**src/rtl/netlist_sig_bist.sv**
```systemverilog
// LFSR pattern source and MISR response compactor for combinational netlist BIST.
// Optional golden-signature compare is enabled by defining SIG_GOLDEN_EN.
module netlist_sig_bist #(
    parameter int unsigned      IN_W        = 14,
    parameter int unsigned      OUT_W       = 8,
    parameter int unsigned      SIG_W       = 16,
    parameter logic [IN_W-1:0]  LFSR_TAPS   = 14'h002B,
    parameter logic [SIG_W-1:0] MISR_TAPS   = 16'h100B,
    parameter int unsigned      PATTERN_CNT = 256,
    parameter int unsigned      RESP_LAT    = 0
) (
    input  logic             clk,
    input  logic             rst,
    input  logic             seed_load,
    input  logic [IN_W-1:0]  seed,
    input  logic             start,
    output logic [IN_W-1:0]  pat_out,
    output logic             pat_valid,
    input  logic [OUT_W-1:0] resp_in,
    output logic             busy,
    output logic             done,
    output logic [SIG_W-1:0] signature
`ifdef SIG_GOLDEN_EN
    ,
    input  logic [SIG_W-1:0] golden,
    output logic             pass
`endif
);

    typedef enum logic [1:0] {StIdle, StRun, StFlush, StDone} state_e;

    localparam logic [15:0] LastCnt   = 16'(PATTERN_CNT - 1);
    localparam logic [1:0]  LastFlush = 2'((RESP_LAT == 0) ? 0 : RESP_LAT - 1);

    state_e            state_q, state_d;
    logic [IN_W-1:0]   lfsr_q, lfsr_d;
    logic [IN_W-1:0]   pat_out_q, pat_out_d;
    logic              pat_valid_q, pat_valid_d;
    logic [15:0]       cnt_q, cnt_d;
    logic [1:0]        flush_q, flush_d;
    logic [SIG_W-1:0]  sig_q, sig_d;
    logic [IN_W-1:0]   seed_fixed;
    logic              cap_valid;

`ifdef SIG_GOLDEN_EN
    logic [SIG_W-1:0]  golden_q, golden_d;
    logic              pass_q, pass_d;
`endif

    function automatic logic [IN_W-1:0] lfsr_step(input logic [IN_W-1:0] v);
        return {v[IN_W-2:0], 1'b0} ^ (v[IN_W-1] ? LFSR_TAPS : '0);
    endfunction

    function automatic logic [SIG_W-1:0] misr_step(input logic [SIG_W-1:0] s,
                                                    input logic [OUT_W-1:0] r);
        return ({s[SIG_W-2:0], 1'b0} ^ (s[SIG_W-1] ? MISR_TAPS : '0)) ^ SIG_W'(r);
    endfunction

    // pat_valid delayed to line up with the netlist response
    generate
        if (RESP_LAT == 0) begin : g_no_lat
            assign cap_valid = pat_valid_q;
        end else begin : g_lat
            logic [RESP_LAT-1:0] dly_q, dly_d;

            always_comb begin
                dly_d    = dly_q << 1;
                dly_d[0] = pat_valid_q;
            end

            always_ff @(posedge clk) begin
                if (rst) begin
                    dly_q <= '0;
                end else begin
                    dly_q <= dly_d;
                end
            end

            assign cap_valid = dly_q[RESP_LAT-1];
        end
    endgenerate

    // An all-zero seed would lock the LFSR up
    assign seed_fixed = (seed == '0) ? IN_W'(1) : seed;

    always_comb begin
        state_d     = state_q;
        lfsr_d      = lfsr_q;
        pat_out_d   = pat_out_q;
        pat_valid_d = pat_valid_q;
        cnt_d       = cnt_q;
        flush_d     = flush_q;
        sig_d       = sig_q;
`ifdef SIG_GOLDEN_EN
        golden_d    = golden_q;
        pass_d      = pass_q;
`endif

        if (cap_valid) begin
            sig_d = misr_step(sig_q, resp_in);
        end

        case (state_q)
            StIdle: begin
                if (start) begin
                    pat_out_d   = seed_load ? seed_fixed : lfsr_q;
                    lfsr_d      = lfsr_step(pat_out_d);
                    pat_valid_d = 1'b1;
                    cnt_d       = '0;
                    sig_d       = '0;
                    state_d     = StRun;
`ifdef SIG_GOLDEN_EN
                    golden_d    = golden;
                    pass_d      = 1'b0;
`endif
                end else if (seed_load) begin
                    lfsr_d = seed_fixed;
                end
            end
            StRun: begin
                if (cnt_q == LastCnt) begin
                    pat_valid_d = 1'b0;
                    flush_d     = '0;
                    state_d     = (RESP_LAT == 0) ? StDone : StFlush;
                end else begin
                    pat_out_d = lfsr_q;
                    lfsr_d    = lfsr_step(lfsr_q);
                    cnt_d     = cnt_q + 16'd1;
                end
            end
            StFlush: begin
                if (flush_q == LastFlush) begin
                    state_d = StDone;
                end else begin
                    flush_d = flush_q + 2'd1;
                end
            end
            StDone: begin
                state_d = StIdle;
            end
            default: begin
                state_d = StIdle;
            end
        endcase

`ifdef SIG_GOLDEN_EN
        // Compare against the final signature so pass is valid alongside done
        if (state_d == StDone && state_q != StDone) begin
            pass_d = (sig_d == golden_q);
        end
`endif
    end

    always_ff @(posedge clk) begin
        if (rst) begin
            state_q     <= StIdle;
            lfsr_q      <= IN_W'(1);
            pat_out_q   <= '0;
            pat_valid_q <= 1'b0;
            cnt_q       <= '0;
            flush_q     <= '0;
            sig_q       <= '0;
        end else begin
            state_q     <= state_d;
            lfsr_q      <= lfsr_d;
            pat_out_q   <= pat_out_d;
            pat_valid_q <= pat_valid_d;
            cnt_q       <= cnt_d;
            flush_q     <= flush_d;
            sig_q       <= sig_d;
        end
    end

`ifdef SIG_GOLDEN_EN
    always_ff @(posedge clk) begin
        if (rst) begin
            golden_q <= '0;
            pass_q   <= 1'b0;
        end else begin
            golden_q <= golden_d;
            pass_q   <= pass_d;
        end
    end

    assign pass = pass_q;
`endif

    assign pat_out   = pat_out_q;
    assign pat_valid = pat_valid_q;
    assign busy      = (state_q == StRun) || (state_q == StFlush);
    assign done      = (state_q == StDone);
    assign signature = sig_q;

endmodule
```
**config.mk**
```make
export PLATFORM = sky130hd
export DESIGN_NAME = netlist_sig_bist
export DESIGN_NICKNAME = d
export VERILOG_FILES = /design/src/rtl/netlist_sig_bist.sv
export SDC_FILE = /design/constraint.sdc
export NUM_CORES = 1
export LEC_CHECK = 0
export BUFFER_PORTS_ARGS = -buffer_cell sky130_fd_sc_hd__buf_2
export CORE_UTILIZATION = 50
export CTS_CLUSTER_SIZE = 20
export DETAILED_ROUTE_END_ITERATION = 10
export HOLD_SLACK_MARGIN = 0.06
export PLACE_DENSITY = 0.72
export SLEW_MARGIN = 20
export SYNTH_ARGS = -nofsm -noshare
export SYNTH_HDL_FRONTEND = slang
export SYNTH_SLANG_ARGS = --single-unit
```
**constraint.sdc**
```tcl
create_clock -name clk -period 4.2 [get_ports clk]
set_clock_uncertainty 0.2 [all_clocks]
set_input_delay 0.63 -clock clk [delete_from_list [all_inputs] [get_ports clk]]
set_output_delay 0.63 -clock clk [all_outputs]
set_load 0.05 [all_outputs]
```
==> impl_metrics.tcl, run 1 <==
set metrics [dict create \
    n_antenna_cell 0 \
    power_frac_seq_pct 32.0 \
    synth_fp_nets 445 \
    r2r_cells 7 \
    p_sw_share_pct 46.8 \
    cts.sinks 65 \
    gr-max-usage-layer "met2" \
    synth_xor_area_share_pct 3.87 \
    hp-start "flush_q[1]$_SDFFE_PP0P_" \
    dp_hpwl_mm 5.96 \
    power.density_nw_per_um2 703 \
    crit_type "flip-flop to flip-flop" \
    gr-total-overflow 0 \
    synthDistinctLibCells 49 \
    synth_top_area_share_pct 35.9 \
    areaGrowthSynthToFinish_pct 13.9 \
    final_cells 551 \
    placed_cells 535 \
    ys_top_cells_by_area "dfxtp_1 (36%), a21oi_1 (5.5%), mux2i_1 (5.3%)" \
    clkPwrFrac_pct 18.8 \
    synth_top_area_cell "dfxtp_1" \
    async_flop_share_pct 0 \
    initial_core_util_pct 52.4 \
    dieArea_um2 7590 \
    max_clock_freq_mhz 343 \
    irDropWorstVdd_mv 0.538 \
    hold_class "flip-flop to flip-flop" \
    power.internal_mw 1.54 \
    grt.met3_usage_pct 5.21 \
    max_cap_viol_count 0 \
    syn_area_um2 3620 \
    drc 0 \
    slowest_delay_ns 0.87 \
    post-cts-setup-buffers 0 \
    max-clock-path-buffers 2 \
    hold_violations 0 \
    synthFlopType "dfxtp_1" \
    layout_common_cells "dfxtp_1 (65), buf_2 (58), a21oi_1 (40)" \
    synth-compound-area-share_pct 20.4 \
    die_width_um 87.1 \
    cts_buffers 9 \
    grt_max_degree 50 \
    nets 483 \
    synth_top_family_by_area "compound AO/OA/AOI/OAI gates" \
    synth.avg_cell_area_um2 8.79 \
    first_pass_iters 4 \
    syn_inst 412 \
    track_usage_pct 24.9 \
    rsz0062_at_grt "false" \
    synthSimpleGateAreaFrac_pct 18.5 \
    drt_wl_total_mm 8.75 \
    rows 30 \
    startpoint "state_q[1]$_SDFFE_PP0P_" \
    crit_path_start_kind "flip-flop" \
    dp_slack_ns 1.24 \
    setup_ws_ns 1.28 \
    cp-end-kind "flip-flop" \
    fin_crit_ns 2.92 \
    n_fill_cell 663 \
    synth_seq_area_share_pct 35.9 \
    slowest_stage "nor2_1" \
    viasPerCell 5.96 \
    ff2ff_setup_slack_ns 1.28 \
    whs_path_depth 2 \
    cp_max_fo 25 \
    crit_chain "inv_1 -> ha_1 -> buf_4 -> and4_1 -> and4_1 -> nor2_1 -> o311ai_0" \
    port_buffers 58 \
    status "finished clean" \
    io_pins 59 \
    core_um2 6910 \
    r2r_start "state_q[1]$_SDFFE_PP0P_" \
    final_common_cell "dfxtp_1" \
    wl_per_cell_um 15.9 \
    power.total_mw 2.90 \
    yosys_warnings 0 \
    h-tree-depth 3 \
    tns_ns 0 \
    crit_path_frequent_cell "and4_1" \
    worstPathRequired_ns 4.18 \
    clk_pin_slew_ns 0.08 \
    drive_gt1_share_pct 22.2 \
    max_slew.worst_pin.slew_ns 1.11 \
    timing.rr.end "lfsr_q[1]$_SDFFE_PP0P_" \
    setup_violations 0 \
    p_comb_share_pct 49.1 \
    met2_usage_pct 37.4 \
    drv_slew 0 \
    cts_tree "yes" \
    grt_pass1_wl_mm 14.6 \
    grt.met1_usage_pct 35.2 \
    ys_ff_latch 65 \
    drt.antenna.violating_nets 0 \
    routed-via-count 3284 \
    holdPathEnd "flush_q[1]$_SDFFE_PP0P_" \
    p_leak_nw 1.53 \
    switchingPower_mw 1.36 \
    hold_buffers 0 \
    gp_congestion 0.867 \
    antenna_found_initial 0 \
    cts-resized-gates 0 \
    arrival_ns 2.90 \
    drt_iter0_drc 207 \
    grt_pass1_vias 2988 \
    die_h_um 87.1 \
    final_core_util_pct 59.7 \
    cts-root-buf "clkbuf_8" \
    period_share_pct 69.5 \
    synth_edf_count 0 \
    relSlewSlack_pct 25.9 \
    synthMuxAreaShare_pct 13.7 \
    clk_latency_ns 0.35 \
    synthAdderAreaFrac_pct 2.42 \
]
==> how the worst max path moves through the flow <==
stage / endpoint
finish: lfsr_q[1]$_SDFFE_PP0P_
global route: lfsr_q[6]$_SDFFE_PP0P_
CTS: lfsr_q[1]$_SDFFE_PP0P_
detailed placement: cnt_q[15]$_SDFFE_PP0P_
global placement: cnt_q[15]$_SDFFE_PP0P_
floorplan: cnt_q[15]$_SDFFE_PP0P_
==> sequential cells by signal (all words and copies together) (netlist names) <==
signal and count:
pat_out 14, flush_q 2, cnt_q 16, signature 16
pat_valid 1, lfsr_q 14, state_q 2
==> per-layer routing <==
layer / vias up / routed length (um) / share of wire [%]
met5: - / 0 / 0
met4: 0 / 111 / 1.3
met3: 11 / 598 / 6.8
met2: 107 / 3940 / 45
met1: 1545 / 4090 / 47
li1: 1621 / - / -
==> through the flow <==
step                      hold slack (ns)  instance area, um^2
after floorplan                     0.250                 3620
after global placement              0.263                 3920
after detailed placement            0.266                 3920
after CTS                           0.277                 4120
after global routing                0.323                 4120
final                               0.278                 4120
==> cells by family after synthesis <==
logic type,Yosys count
AO/OA/AOI/OAI,111
XOR/XNOR,16
adder cells (fa/ha/maj),7
buffers and inverters,47
flip-flops,65
multiplexers,38
AND/OR/NAND/NOR,128
==> worst max-delay path, delay by kind of cell (launching register included) <==
| family | cells | cell delay, ns |
|---|---|---|
| AO/OA/AOI/OAI | 1 | 0.24 |
| buffers and inverters | 2 | 0.31 |
| flip-flops | 1 | 0.41 |
| AND/OR/NAND/NOR | 3 | 1.38 |
| adder cells (fa/ha/maj) | 1 | 0.21 |
==> synthesized netlist by cell type (all sizes together) (2+ instances only) <==
cell    number
o22ai        5
inv         10
nor4         6
and4         4
mux2        10
a311oi      17
nor3         3
buf         10
nor2b        3
a211oi      13
nand2       37
nand4        5
clkbuf      26
xnor2       12
ha           7
nand2b       6
mux4         8
o22a         2
o31ai       11
nand3        7
o21a         4
or3          4
a21oi       40
o211ai       2
or4         14
a21o         2
dfxtp       65
nor3b        4
o21ai        8
xor2         4
nor2        27
or2          3
mux2i       20
==> power by group through the flow <==
stage / registers (mW) / logic (mW) / clock network [mW]
floorplan: 1.19 / 0.861 / 0
global placement: 0.931 / 1.39 / 0
detailed placement: 0.942 / 1.41 / 0
CTS: 0.927 / 1.42 / 0.560
global route: 0.951 / 1.56 / 0.586
finish: 0.929 / 1.42 / 0.546
==> layout make-up <==
class | instances | area (um^2) | share of cell area (%)
timing repair buffer | 63 | 328 | 7.95
inverter | 11 | 41.3 | 1.00
sequential | 65 | 1300 | 31.6
clock buffer | 9 | 124 | 3.00
tap | 96 | 120 | 2.91
clock inverter | 7 | 77.6 | 1.88
multi-input combinational | 300 | 2130 | 51.7
Power figures use the tool's default switching activity.
==> run 2, diff against run 1 <==
- ABC_AREA: unset -> 1
- clock period: 4.2 -> 2.95 ns (I/O delays scaled with it)
==> run 2 against run 1 <==
  * Flip-flop and latch count unchanged
  * Utilization increased by 0.72 points
  * Sequential power increased by 40%
  * Combinational power rose by 40%
  * Clock-buffer cell count grew 1
==> impl_metrics.tcl, run 2 <==
set metrics [dict create \
    status "finished clean" \
    clkPwrFrac_pct 21.0 \
    h-tree-depth 3 \
    hold_buffers 0 \
    first_pass_iters 5 \
    period_share_pct 84.8 \
    synth_seq_area_share_pct 35.8 \
    power_frac_seq_pct 31.2 \
    drt_iter0_drc 166 \
    layout_common_cells "nand2_1 (153), nor2_1 (77), o21ai_0 (65), dfxtp_1 (65), buf_2 (58)" \
    cp-end-kind "flip-flop" \
    drt_wl_total_mm 9.03 \
    ys_ff_latch 65 \
    gp_congestion 0.913 \
    wl_per_cell_um 12.7 \
    n_antenna_cell 0 \
    placed_cells 694 \
    grt_max_degree 31 \
    die_h_um 87.3 \
    synth_fp_nets 593 \
    async_flop_share_pct 0 \
    synth.avg_cell_area_um2 6.50 \
    arrival_ns 2.59 \
    wl_met2_mm 4.21 \
    drive_gt1_share_pct 15.3 \
    power.internal_mw 2.14 \
    crit_type "flip-flop to flip-flop" \
    yosys_warnings 0 \
    worstPathRequired_ns 3.04 \
    die_width_um 87.3 \
    synth_top_area_share_pct 35.8 \
    track_usage_pct 25.4 \
    synthDistinctLibCells 32 \
    tns_ns 0 \
    hold_class "primary input to flip-flop" \
    holdWs_ns 0.230 \
    switchingPower_mw 2.01 \
    nets 642 \
    dp_hpwl_mm 6.57 \
    cts_tree "yes" \
    cts-root-buf "clkbuf_8" \
    p_leak_nw 1.88 \
    ys_top_cells_by_area "dfxtp_1 (36%), nand2_1 (16%), o21ai_0 (8.9%)" \
    power.total_mw 4.16 \
    fin_area_um2 4170 \
    max_cap_viol_count 0 \
    max_clock_freq_mhz 400 \
    drt.antenna.violating_nets 0 \
    core_um2 6910 \
    cp_max_fo 29 \
    final_common_cell "nand2_1" \
    max-clock-path-buffers 2 \
    setup_ws_ns 0.448 \
    syn_area_um2 3640 \
    hold_violations 0 \
    grt_pass1_vias 3383 \
    fin_crit_ns 2.50 \
    clk_latency_ns 0.35 \
    irDropWorstVdd_mv 0.430 \
    areaGrowthSynthToFinish_pct 14.7 \
    port_buffers 58 \
    rows 30 \
    final_cells 710 \
    drc 0 \
    viasPerCell 5.27 \
    clk_pin_slew_ns 0.07 \
    initial_core_util_pct 52.7 \
    crit_path_start_kind "flip-flop" \
    syn_inst 560 \
    yosysMostFrequentCell "nand2_1" \
    io_pins 59 \
    grt_pass1_wl_mm 15.1 \
    synth_common_cells "nand2_1 (153), nor2_1 (77), dfxtp_1 (65), o21ai_0 (65), inv_1 (44)" \
    setup_violations 0 \
    routed-via-count 3741 \
    cts-resized-gates 0 \
    power.density_nw_per_um2 996 \
    synthFlopType "dfxtp_1" \
    cts.sinks 65 \
    p_comb_share_pct 47.8 \
    rsz0062_at_grt "false" \
    gr-total-overflow 0 \
    dp_slack_ns 0.447 \
    met1_length_mm 4.12 \
    p_sw_share_pct 48.5 \
    route.met3.wl_um 467 \
    drv_slew 0 \
    final_core_util_pct 60.4 \
    synth_top_area_cell "dfxtp_1" \
    cts_buffers 9 \
    antenna_found_initial 0 \
    ff2ff_setup_slack_ns 0.45 \
    top_layer_used "met4" \
    relSlewSlack_pct 57.9 \
    max_slew.worst_pin.slew_ns 0.631 \
    synth_edf_count 0 \
    dieArea_um2 7620 \
    post_dp_cell_area_um2 3950 \
    post-cts-setup-buffers 0 \
]
## run 2: area by class of cell
type	instances	area [um^2]
fillers	705	2730
flip-flops and latches	65	1300
inverters	48	180
clock buffers	10	138
well taps	96	120
multi-input cells	420	2000
clock inverters	6	90.1
repair buffers	65	343
## run 2: worst max-delay path: stages, from the launching register on
cell,delay [ns]
dfxtp_1,0.34
inv_1,0.11
ha_1,0.37
nor2_1,0.09
a21oi_1,0.28
nand2_2,0.25
inv_2,0.44
nand2_1,0.14
nand2_1,0.08
nand2_1,0.04
nor2_1,0.08
## run 2: worst paths after layout
check,from,endpoint,depth (start not counted)
hold reg to reg,pat_out[8]$_SDFFE_PP0P_,pat_out[8]$_SDFFE_PP0P_,2
hold / removal,resp_in[5],signature[5]$_SDFF_PP0_,4
setup / recovery,state_q[1]$_SDFFE_PP0P_,cnt_q[5]$_SDFFE_PP0P_,10
setup reg to reg,state_q[1]$_SDFFE_PP0P_,cnt_q[5]$_SDFFE_PP0P_,10
## run 2: metal layers
layer / track usage (%) / vias to the layer above
met5: 0 / -
met4: 10.9 / 0
met3: 5.78 / 25
met2: 42.6 / 115
met1: 31.1 / 1700
li1: - / 1901
## run 2: cell families after synthesis
family | after synthesis | synth area share [%]
AO/OA/AOI/OAI | 123 | 18.1
XOR/XNOR | 14 | 3.37
adder cells (fa/ha/maj) | 7 | 2.41
buffers and inverters | 75 | 9.22
flip-flops | 65 | 35.8
multiplexers | 2 | 0.550
AND/OR/NAND/NOR | 274 | 30.6
## run 2: power by group through the flow
stage / clock network, mW / logic (mW) / registers (mW)
after floorplan: 0 / 1.20 / 1.72
after global placement: 0 / 1.96 / 1.31
after detailed placement: 0 / 1.98 / 1.32
after CTS: 0.882 / 1.99 / 1.30
after global routing: 0.922 / 2.19 / 1.33
final: 0.872 / 1.99 / 1.30
